==> src/rtl/dsp_cfg_pkg.sv <==
// Shared definitions for the MF1 DSP configuration path: loader FSM states and the
// default chain geometry, so the DSP tile and the loader agree on chain length.
package dsp_cfg_pkg;

  typedef enum logic [1:0] {
    IDLE,
    FETCH,
    SHIFT,
    DONE
  } cfg_state_t;

  localparam int CFG_BITS_DEFAULT = 24;
  localparam int CFG_WORD_DEFAULT = 8;

  function automatic int cfg_num_words(input int bits, input int width);
    return (bits + width - 1) / width;
  endfunction

endpackage

==> src/rtl/dsp_cfg_serializer.sv <==
// Loadable MSB-first shift register with a per-word bit counter. The caller drives the
// first bit of a word straight from the loaded word, so the counter starts at bits-1.
module dsp_cfg_serializer #(
  parameter int WORD_WIDTH = 8,
  parameter int CNT_W      = $clog2(WORD_WIDTH + 1)
) (
  input  logic                  clk,
  input  logic                  RSTN,
  input  logic                  i_load,
  input  logic                  i_shift,
  input  logic [WORD_WIDTH-1:0] i_word,
  input  logic [CNT_W-1:0]      i_bits,
  output logic                  o_msb,
  output logic                  o_last
);

  logic [WORD_WIDTH-1:0] r_sreg;
  logic [CNT_W-1:0]      r_cnt;

  always_ff @(posedge clk or negedge RSTN) begin
    if (!RSTN) begin
      r_sreg <= '0;
      r_cnt  <= '0;
    end else if (i_load) begin
      r_sreg <= i_word << 1;
      r_cnt  <= i_bits - CNT_W'(1);
    end else if (i_shift) begin
      r_sreg <= r_sreg << 1;
      r_cnt  <= r_cnt - CNT_W'(1);
    end
  end

  assign o_msb  = r_sreg[WORD_WIDTH-1];
  assign o_last = (r_cnt == '0);

endmodule

==> src/rtl/dsp_config_loader.sv <==
// Loader FSM: accepts parallel configuration words and serialises them MSB-first to the
// DSP tile. Defining DSP_CFG_PARITY_EN adds the cfg_parity / parity_err check.
module dsp_config_loader
  import dsp_cfg_pkg::*;
#(
  parameter int CONFIG_BITS = CFG_BITS_DEFAULT,
  parameter int WORD_WIDTH  = CFG_WORD_DEFAULT
) (
  input  logic                  clk,
  input  logic                  RSTN,
  input  logic                  start,
  input  logic                  abort,
  input  logic [WORD_WIDTH-1:0] cfg_word,
  input  logic                  cfg_valid,
`ifdef DSP_CFG_PARITY_EN
  input  logic                  cfg_parity,
  output logic                  parity_err,
`endif
  output logic                  cfg_ready,
  output logic                  configuration_input,
  output logic                  configuration_enable,
  output logic                  busy,
  output logic                  done
);

  localparam int NUM_WORDS = cfg_num_words(CONFIG_BITS, WORD_WIDTH);
  localparam int REM_W     = $clog2(CONFIG_BITS + 1);
  localparam int CNT_W     = $clog2(WORD_WIDTH + 1);
  localparam logic [CNT_W-1:0] FULL_BITS = CNT_W'(WORD_WIDTH);
  localparam logic [CNT_W-1:0] LAST_BITS = CNT_W'(CONFIG_BITS - (NUM_WORDS - 1) * WORD_WIDTH);

  cfg_state_t       r_state, w_state_nxt;
  logic [REM_W-1:0] r_bits_rem, w_bits_rem_nxt;
  logic [CNT_W-1:0] w_word_bits;
  logic             w_load, w_shift, w_last, w_msb, w_bit_nxt;
  logic             w_en_nxt, w_busy_nxt, w_done_nxt;

  // Only the final word can be short, so a word is either full or the remainder.
  assign w_word_bits = (int'(r_bits_rem) <= WORD_WIDTH) ? LAST_BITS : FULL_BITS;
  assign w_bit_nxt   = w_load ? cfg_word[WORD_WIDTH-1] : w_msb;
  assign cfg_ready   = (r_state == FETCH);

  dsp_cfg_serializer #(
    .WORD_WIDTH(WORD_WIDTH),
    .CNT_W     (CNT_W)
  ) u_serializer (
    .clk    (clk),
    .RSTN   (RSTN),
    .i_load (w_load),
    .i_shift(w_shift),
    .i_word (cfg_word),
    .i_bits (w_word_bits),
    .o_msb  (w_msb),
    .o_last (w_last)
  );

  // Abort wins over everything, including a handshake or the last bit of the load.
  always_comb begin
    w_state_nxt    = r_state;
    w_bits_rem_nxt = r_bits_rem;
    w_load         = 1'b0;
    w_shift        = 1'b0;
    w_en_nxt       = 1'b0;
    w_busy_nxt     = busy;
    w_done_nxt     = 1'b0;
    if (abort && (r_state != IDLE)) begin
      w_state_nxt = IDLE;
      w_busy_nxt  = 1'b0;
    end else begin
      case (r_state)
        IDLE: begin
          if (start) begin
            w_state_nxt    = FETCH;
            w_bits_rem_nxt = REM_W'(CONFIG_BITS);
            w_busy_nxt     = 1'b1;
          end
        end
        FETCH: begin
          if (cfg_valid) begin
            w_state_nxt    = SHIFT;
            w_load         = 1'b1;
            w_en_nxt       = 1'b1;
            w_bits_rem_nxt = r_bits_rem - REM_W'(1);
          end
        end
        SHIFT: begin
          if (w_last) begin
            w_state_nxt = (r_bits_rem == '0) ? DONE : FETCH;
          end else begin
            w_shift        = 1'b1;
            w_en_nxt       = 1'b1;
            w_bits_rem_nxt = r_bits_rem - REM_W'(1);
          end
        end
        DONE: begin
          w_state_nxt = IDLE;
          w_done_nxt  = 1'b1;
          w_busy_nxt  = 1'b0;
        end
        default: w_state_nxt = IDLE;
      endcase
    end
  end

  always_ff @(posedge clk or negedge RSTN) begin
    if (!RSTN) begin
      r_state              <= IDLE;
      r_bits_rem           <= '0;
      configuration_input  <= 1'b0;
      configuration_enable <= 1'b0;
      busy                 <= 1'b0;
      done                 <= 1'b0;
    end else begin
      r_state              <= w_state_nxt;
      r_bits_rem           <= w_bits_rem_nxt;
      configuration_enable <= w_en_nxt;
      busy                 <= w_busy_nxt;
      done                 <= w_done_nxt;
      if (w_load || w_shift) begin
        configuration_input <= w_bit_nxt;
      end
    end
  end

`ifdef DSP_CFG_PARITY_EN
  logic w_start_acc, w_enter_done;
  logic r_xor, r_parity_exp;

  assign w_start_acc  = (r_state == IDLE) && start;
  assign w_enter_done = (r_state == SHIFT) && (w_state_nxt == DONE);

  // parity_err is sticky across aborts and only cleared by the next accepted start.
  always_ff @(posedge clk or negedge RSTN) begin
    if (!RSTN) begin
      r_xor        <= 1'b0;
      r_parity_exp <= 1'b0;
      parity_err   <= 1'b0;
    end else if (w_start_acc) begin
      r_xor        <= 1'b0;
      r_parity_exp <= cfg_parity;
      parity_err   <= 1'b0;
    end else begin
      if (w_load || w_shift) begin
        r_xor <= r_xor ^ w_bit_nxt;
      end
      if (w_enter_done) begin
        parity_err <= r_xor ^ r_parity_exp;
      end
    end
  end
`endif

endmodule

==> config.mk <==
export PLATFORM = sky130hd
export DESIGN_NAME = dsp_config_loader
export DESIGN_NICKNAME = d
export VERILOG_FILES = /design/src/rtl/dsp_cfg_pkg.sv /design/src/rtl/dsp_cfg_serializer.sv /design/src/rtl/dsp_config_loader.sv
export SDC_FILE = /design/constraint.sdc
export NUM_CORES = 1
export LEC_CHECK = 0
export ABC_AREA = 1
export CAP_MARGIN = 10
export CORE_MARGIN = 8
export CORE_UTILIZATION = 48
export DETAILED_ROUTE_END_ITERATION = 8
export GPL_TIMING_DRIVEN = 0
export PLACE_DENSITY_LB_ADDON = 0.08
export SYNTH_ARGS = -nofsm -noshare
export SYNTH_HDL_FRONTEND = slang
export SYNTH_SLANG_ARGS = --single-unit
==> constraint.sdc <==
create_clock -name clk -period 1.5 [get_ports clk]
set_input_delay 0.15 -clock clk [delete_from_list [all_inputs] [get_ports clk]]
set_output_delay 0.15 -clock clk [all_outputs]
set_load 0.02 [all_outputs]
# Yosys cells after proc, flatten, opt, wreduce, memory -nomap -nowiden
# Index checks and enable logic that the tools add are counted.
[word_totals] register_bits=23 in_bits=13 output_inout_bits=5 word_cells=60
[classes] add_sub_neg=2 eq_ne=9 mux=28 n_bitwise=1 n_reduce_logical=12
[op_table] operator="two-way mux 8 bit" n=2
[op_table] operator="two-way mux 5 bit" n=3
[op_table] operator="one-hot mux 5 bit (3 select lines)" n=1
[op_table] operator="two-way mux 1 bit" n=12
[op_table] operator="two-way mux 2 bit" n=5
[op_table] operator="two-way mux 4 bit" n=2
[op_table] operator="one-hot mux 2 bit (4 select lines)" n=1
[op_table] operator="inequality test 2 bit, second input constant" n=3
[op_table] operator="inequality test 3 x 2 -> 1 bit, second input constant" n=2
[op_table] operator="nonzero test 3 bit" n=2
[op_table] operator="zero test 5 bit" n=1
[op_table] operator="AND reduction 5 bit" n=1
[op_table] operator="subtractor 5 x 1 -> 5 bit, second input constant" n=1
[op_table] operator="equality test 2 bit, second input constant" n=2
[op_table] operator="zero test 4 bit" n=1
[op_table] operator="one-hot mux 1 bit (2 select lines)" n=2
[op_table] operator="nonzero test 2 bit" n=2
[op_table] operator="subtractor 4 x 1 -> 4 bit, second input constant" n=1
[op_table] operator="inequality test 3 bit, second input constant" n=1
[op_table] operator="AND reduction 3 bit" n=1
[op_table] operator="equality test 2 x 1 -> 1 bit, second input constant" n=1
[op_table] operator="zero test 2 bit" n=1
[op_table] operator="AND reduction 2 bit" n=1
[op_table] operator="logical AND 1 bit" n=1
[op_table] operator="other kinds (2)" n=2

# Longest topological paths before layout
[logic_depth] depth_word=6 ltp_mapped=10 depth_no_buf=9

# Modules after synthesis
# From an unflattened synthesis, not the netlist that was laid out.
[unflattened] cells_unflattened=177 hier_area_um2=1338.8
[by_module_without_submodules] module="dsp_config_loader" instances=1 cells_each=98 area_each_um2=737.0 seq_area_each_um2=275.3
[by_module_without_submodules] module="dsp_cfg_serializer" instances=1 cells_each=79 area_each_um2=601.8 seq_area_each_um2=275.3

# Worst setup path after synthesis
# No wires, ideal clock.
[synth_timing] path_kind="reg2reg" from="reg r_state[1]" to="reg configuration_input" setup_ps=65 t_arrival_ps=1401 required_time_ps=1435 path_slack_ps=34 stages_incl_launch_ff=9 n_path_buf=0 synth_period_minus_slack_ps=1466 cell_sequence="dfrtp_1 inv_1 ha_1 nand2_1 nor2_2 nand2_1 nand2_1 nand2_1 nand2_1"
[synth_via] elab_chain_cells=4 elab_cells_between_ends=10 classes_between="eq/ne: 2; mux: 5; reduce/logical: 3"
[synth_rtl] element="start, declared" line_no="dsp_config_loader.sv:32" rtl="cfg_state_t r_state, w_state_nxt;"
[synth_rtl] element="start signal, assigned" line_no="dsp_config_loader.sv:114" rtl="r_state <= w_state_nxt;"
[synth_rtl] element="equality test 2 x 1 -> 1 bit (*)"
[synth_rtl] element="net cfg_ready" line_no="dsp_config_loader.sv:19" rtl="output logic cfg_ready,"
[synth_rtl] element="two-way mux 1 bit (*)" line_no="dsp_config_loader.sv:70" rtl="case (r_state)"
[synth_rtl] element="two-way mux 1 bit (*)" line_no="dsp_config_loader.sv:66" rtl="if (abort && (r_state != IDLE)) begin"
[synth_rtl] element="two-way mux 1 bit or logical OR 1 bit (tied branches)" line_no="dsp_config_loader.sv:40, dsp_config_loader.sv:119"
[synth_rtl] element="end signal, assigned" line_no="dsp_config_loader.sv:120" rtl="configuration_input <= w_bit_nxt;"
[synth_rtl] element="end, declared" line_no="dsp_config_loader.sv:20" rtl="output logic configuration_input,"
# The timed path passes the listed nets; every way through them passes the cells marked *.
# A chain may end at the register's enable or synchronous reset.

# Worst setup path in the final report
[layout_timing] from="reg r_state[0]" to="out cfg_ready"
[layout_via] elab_chain_cells=1
[layout_rtl] element="equality test 2 x 1 -> 1 bit" line_no="dsp_config_loader.sv:41" rtl="assign cfg_ready = (r_state == FETCH);"
[layout_rtl] element="end, declared" line_no="dsp_config_loader.sv:19"
# Every way passes these cells.

==> flow_summary.ini <==
[outcome]
status = finished, final reports clean

[layout]
antenna_cells = 0
nFillCells = 222
seq_area_um2 = 551.8
final_common_cell = nand2_1
multi_input_area_um2 = 710.7
layout.nets = 221
drive_gt1_share_pct = 17.17
synthToLayoutAreaGrowth_pct = 26.46
final_cell_mix = nand2_1 (78), dfrtp_1 (21), clkdlybuf4s50_1 (15)
fin_cells = 228

[worst_setup_path]
critPathKind = reg2out
worstRegToRegCells = 8
startpoint = r_state[0]$_DFFE_PN0P_
critPathMaxFanout = 4
r2r_end = r_bits_rem[3]$_DFFE_PN0P_
critPathCapture = cfg_ready
r2r-start = r_state[0]$_DFFE_PN0P_
worstSetupEndpointType = output port
cp_data_required_time_ns = 1.35
crit_arrival_ns = 1.31
cp-start-kind = flop
reg2reg_slack_ns = 0.05

[floorplanning]
start_util_pct = 51.45
die_area_um2 = 4592
num_rows = 18
die_h_um = 67.77
core_area_um2 = 2500
io_pins = 18
fp.dieW_um = 67.77

[logic_synthesis]
syn_area_um2 = 1286
syn_inst = 173
seq_area_frac_synth_pct = 42.80
ys_warn_count = 0
syn-num-nets = 194
ys_seq_elements = 22
synth.avg_cell_area_um2 = 7.435
synthDistinctLibCells = 19

[timing]
final-max-slew-violation-count = 0
timing.final.crit_share_pct = 97.50
skew_ns = 0.004179
fin_tns_setup_ns = 0
min_period_ns = 1.462
relSlewSlack_pct = 33.20
setup_viol_count_final = 0
tightest_slew_ns = 0.9988
worst_slack_ns = 0.03757
final-hold-violation-count = 0
rsz0062_at_grt = yes
timing.fmax_mhz = 683.8

[grt]
grt_usage_pct = 12.89
gr-total-overflow = 0
grt_max_degree = 23
first_global_vias = 1067
grt_pass1_wl_um = 4609
antenna_found_initial = 0

[clock_tree]
clk_path_buf_depth = 2
cts_buffers = 3
hold_buffers = 0
htreeDepth = 1
cts_sinks = 22
clock_latency_ns = 0.31
cts_root_buffer = clkbuf_4
cts_tree = done
path_clk_slew_ns = 0.12

[route]
postRouteAntennaNets = 0
drt-total-wl_um = 2769
firstDrtPassIters = 4
drt-vias-per-instance = 5.031
vias = 1147
drt_iter0_drc = 49
avgRoutedWirePerCell_um = 12.14
drc_errors = 0

[power]
ir_worst_vdd_uv = 1303
power.density_nw_per_um2 = 1907
leakage_uw = 0.0008636

[placed_design]
io_buffers = 17
routabilityCongestion = 0.8258
place_hpwl_um = 1911
dp.cells = 220
dp_slack_ns = -0.1572

[run]
timing.max_cap.violations = 0

[worst_hold_path]
hold_class = in2async
worst min path at each step:
stage	from	end	slack, ns	cells past startpoint
5_1_grt	cfg_word[0]	u_serializer.r_sreg[1]$_DFFE_PN0P_	0.43	3
3_5_place_dp	u_serializer.r_sreg[4]$_DFFE_PN0P_	u_serializer.r_sreg[4]$_DFFE_PN0P_	0.46	2
4_1_cts	cfg_word[0]	u_serializer.r_sreg[1]$_DFFE_PN0P_	0.39	3
3_3_place_gp	u_serializer.r_sreg[6]$_DFFE_PN0P_	u_serializer.r_sreg[6]$_DFFE_PN0P_	0.46	2
2_1_floorplan	RSTN	busy$_DFFE_PN0P_	-0.15	0
6_report	RSTN	busy$_DFFE_PN0P_	0.38	1
layout make-up:
type	instances	area share (%)
plain buffers	2	1.385
clock buffers	3	1.385
inverters	20	4.769
multi-input cells	130	43.69
flip-flops and latches	22	33.92
well taps	30	2.308
repair buffers	21	12.54
per-stage QoR:
| stage | util (%) | cell area, um^2 | total power (uW) | hold WS (ns) |
|---|---|---|---|---|
| floorplan | - | 1286 | 2172 | -0.1456 |
| global placement | 59.76 | 1494 | 2531 | 0.4551 |
| detailed placement | 59.76 | 1494 | 2592 | 0.4591 |
| CTS | 62.56 | 1564 | 2985 | 0.3893 |
| global route | 65.07 | 1627 | 3395 | 0.4313 |
| finish | 65.07 | 1627 | 3102 | 0.3753 |
what timing repair did:
action                     CTS  global route
setup endpoints to repair   18            18
setup buffers                3             1
resized for setup           11            12
pin swaps                    0             4
cloned                       0             1
logic make-up after synthesis:
| kind of cell | Yosys count | share of synthesized area [%] |
|---|---|---|
| flip-flops | 22 | 42.80 |
| AO/OA/AOI/OAI | 9 | 3.793 |
| adder cells (fa/ha/maj) | 8 | 7.782 |
| XOR/XNOR | 1 | 0.6811 |
| AND/OR/NAND/NOR | 111 | 37.35 |
| buffers and inverters | 22 | 7.587 |
power breakdown:
group	switching, uW	total (uW)	internal (uW)
registers	145	994	849
clock network	176	269	93.9
logic	1070	1840	774
registers in the layout, indices dropped and copies added (netlist names):
signal / flops
busy: 1
configuration_enable: 1
r_bits_rem: 5
u_serializer.r_cnt: 4
done: 1
r_state: 2
configuration_input: 1
u_serializer.r_sreg: 7
critical path, cell delays in order (launching register included):
cell	delay, ns
dfrtp_1	0.43
buf_4	0.16
ha_4	0.17
clkdlybuf4s15_2	0.25
cells in the mapped netlist:
| library cell | n | area [um^2] |
|---|---|---|
| buf_6 | 2 | 22.52 |
| nor2_1 | 8 | 30.03 |
| o21ai_0 | 4 | 20.02 |
| inv_2 | 2 | 7.510 |
| or2_2 | 3 | 18.77 |
| nand3_2 | 3 | 30.03 |
| a21oi_1 | 3 | 15.01 |
| ha_1 | 8 | 100.1 |
| o21ai_2 | 1 | 8.760 |
| dfrtp_1 | 22 | 550.5 |
| nand2_2 | 2 | 12.51 |
| nand2_1 | 78 | 292.8 |
| o21ai_1 | 1 | 5.000 |
| nand3_1 | 10 | 50.05 |
| inv_1 | 18 | 67.56 |
| xor2_1 | 1 | 8.760 |
| nor2_2 | 1 | 6.260 |
| nand3b_1 | 2 | 15.01 |
| nand4_1 | 4 | 25.02 |
layer usage:
layer | wire length, um | up-vias | global-route usage [%]
li1 | - | 591 | -
met1 | 1203 | 529 | 14.40
met2 | 1394 | 23 | 22.01
met3 | 135 | 4 | 4.139
met4 | 36 | 0 | 5.483
met5 | 0 | - | 0
Power figures use the tool's default switching activity.
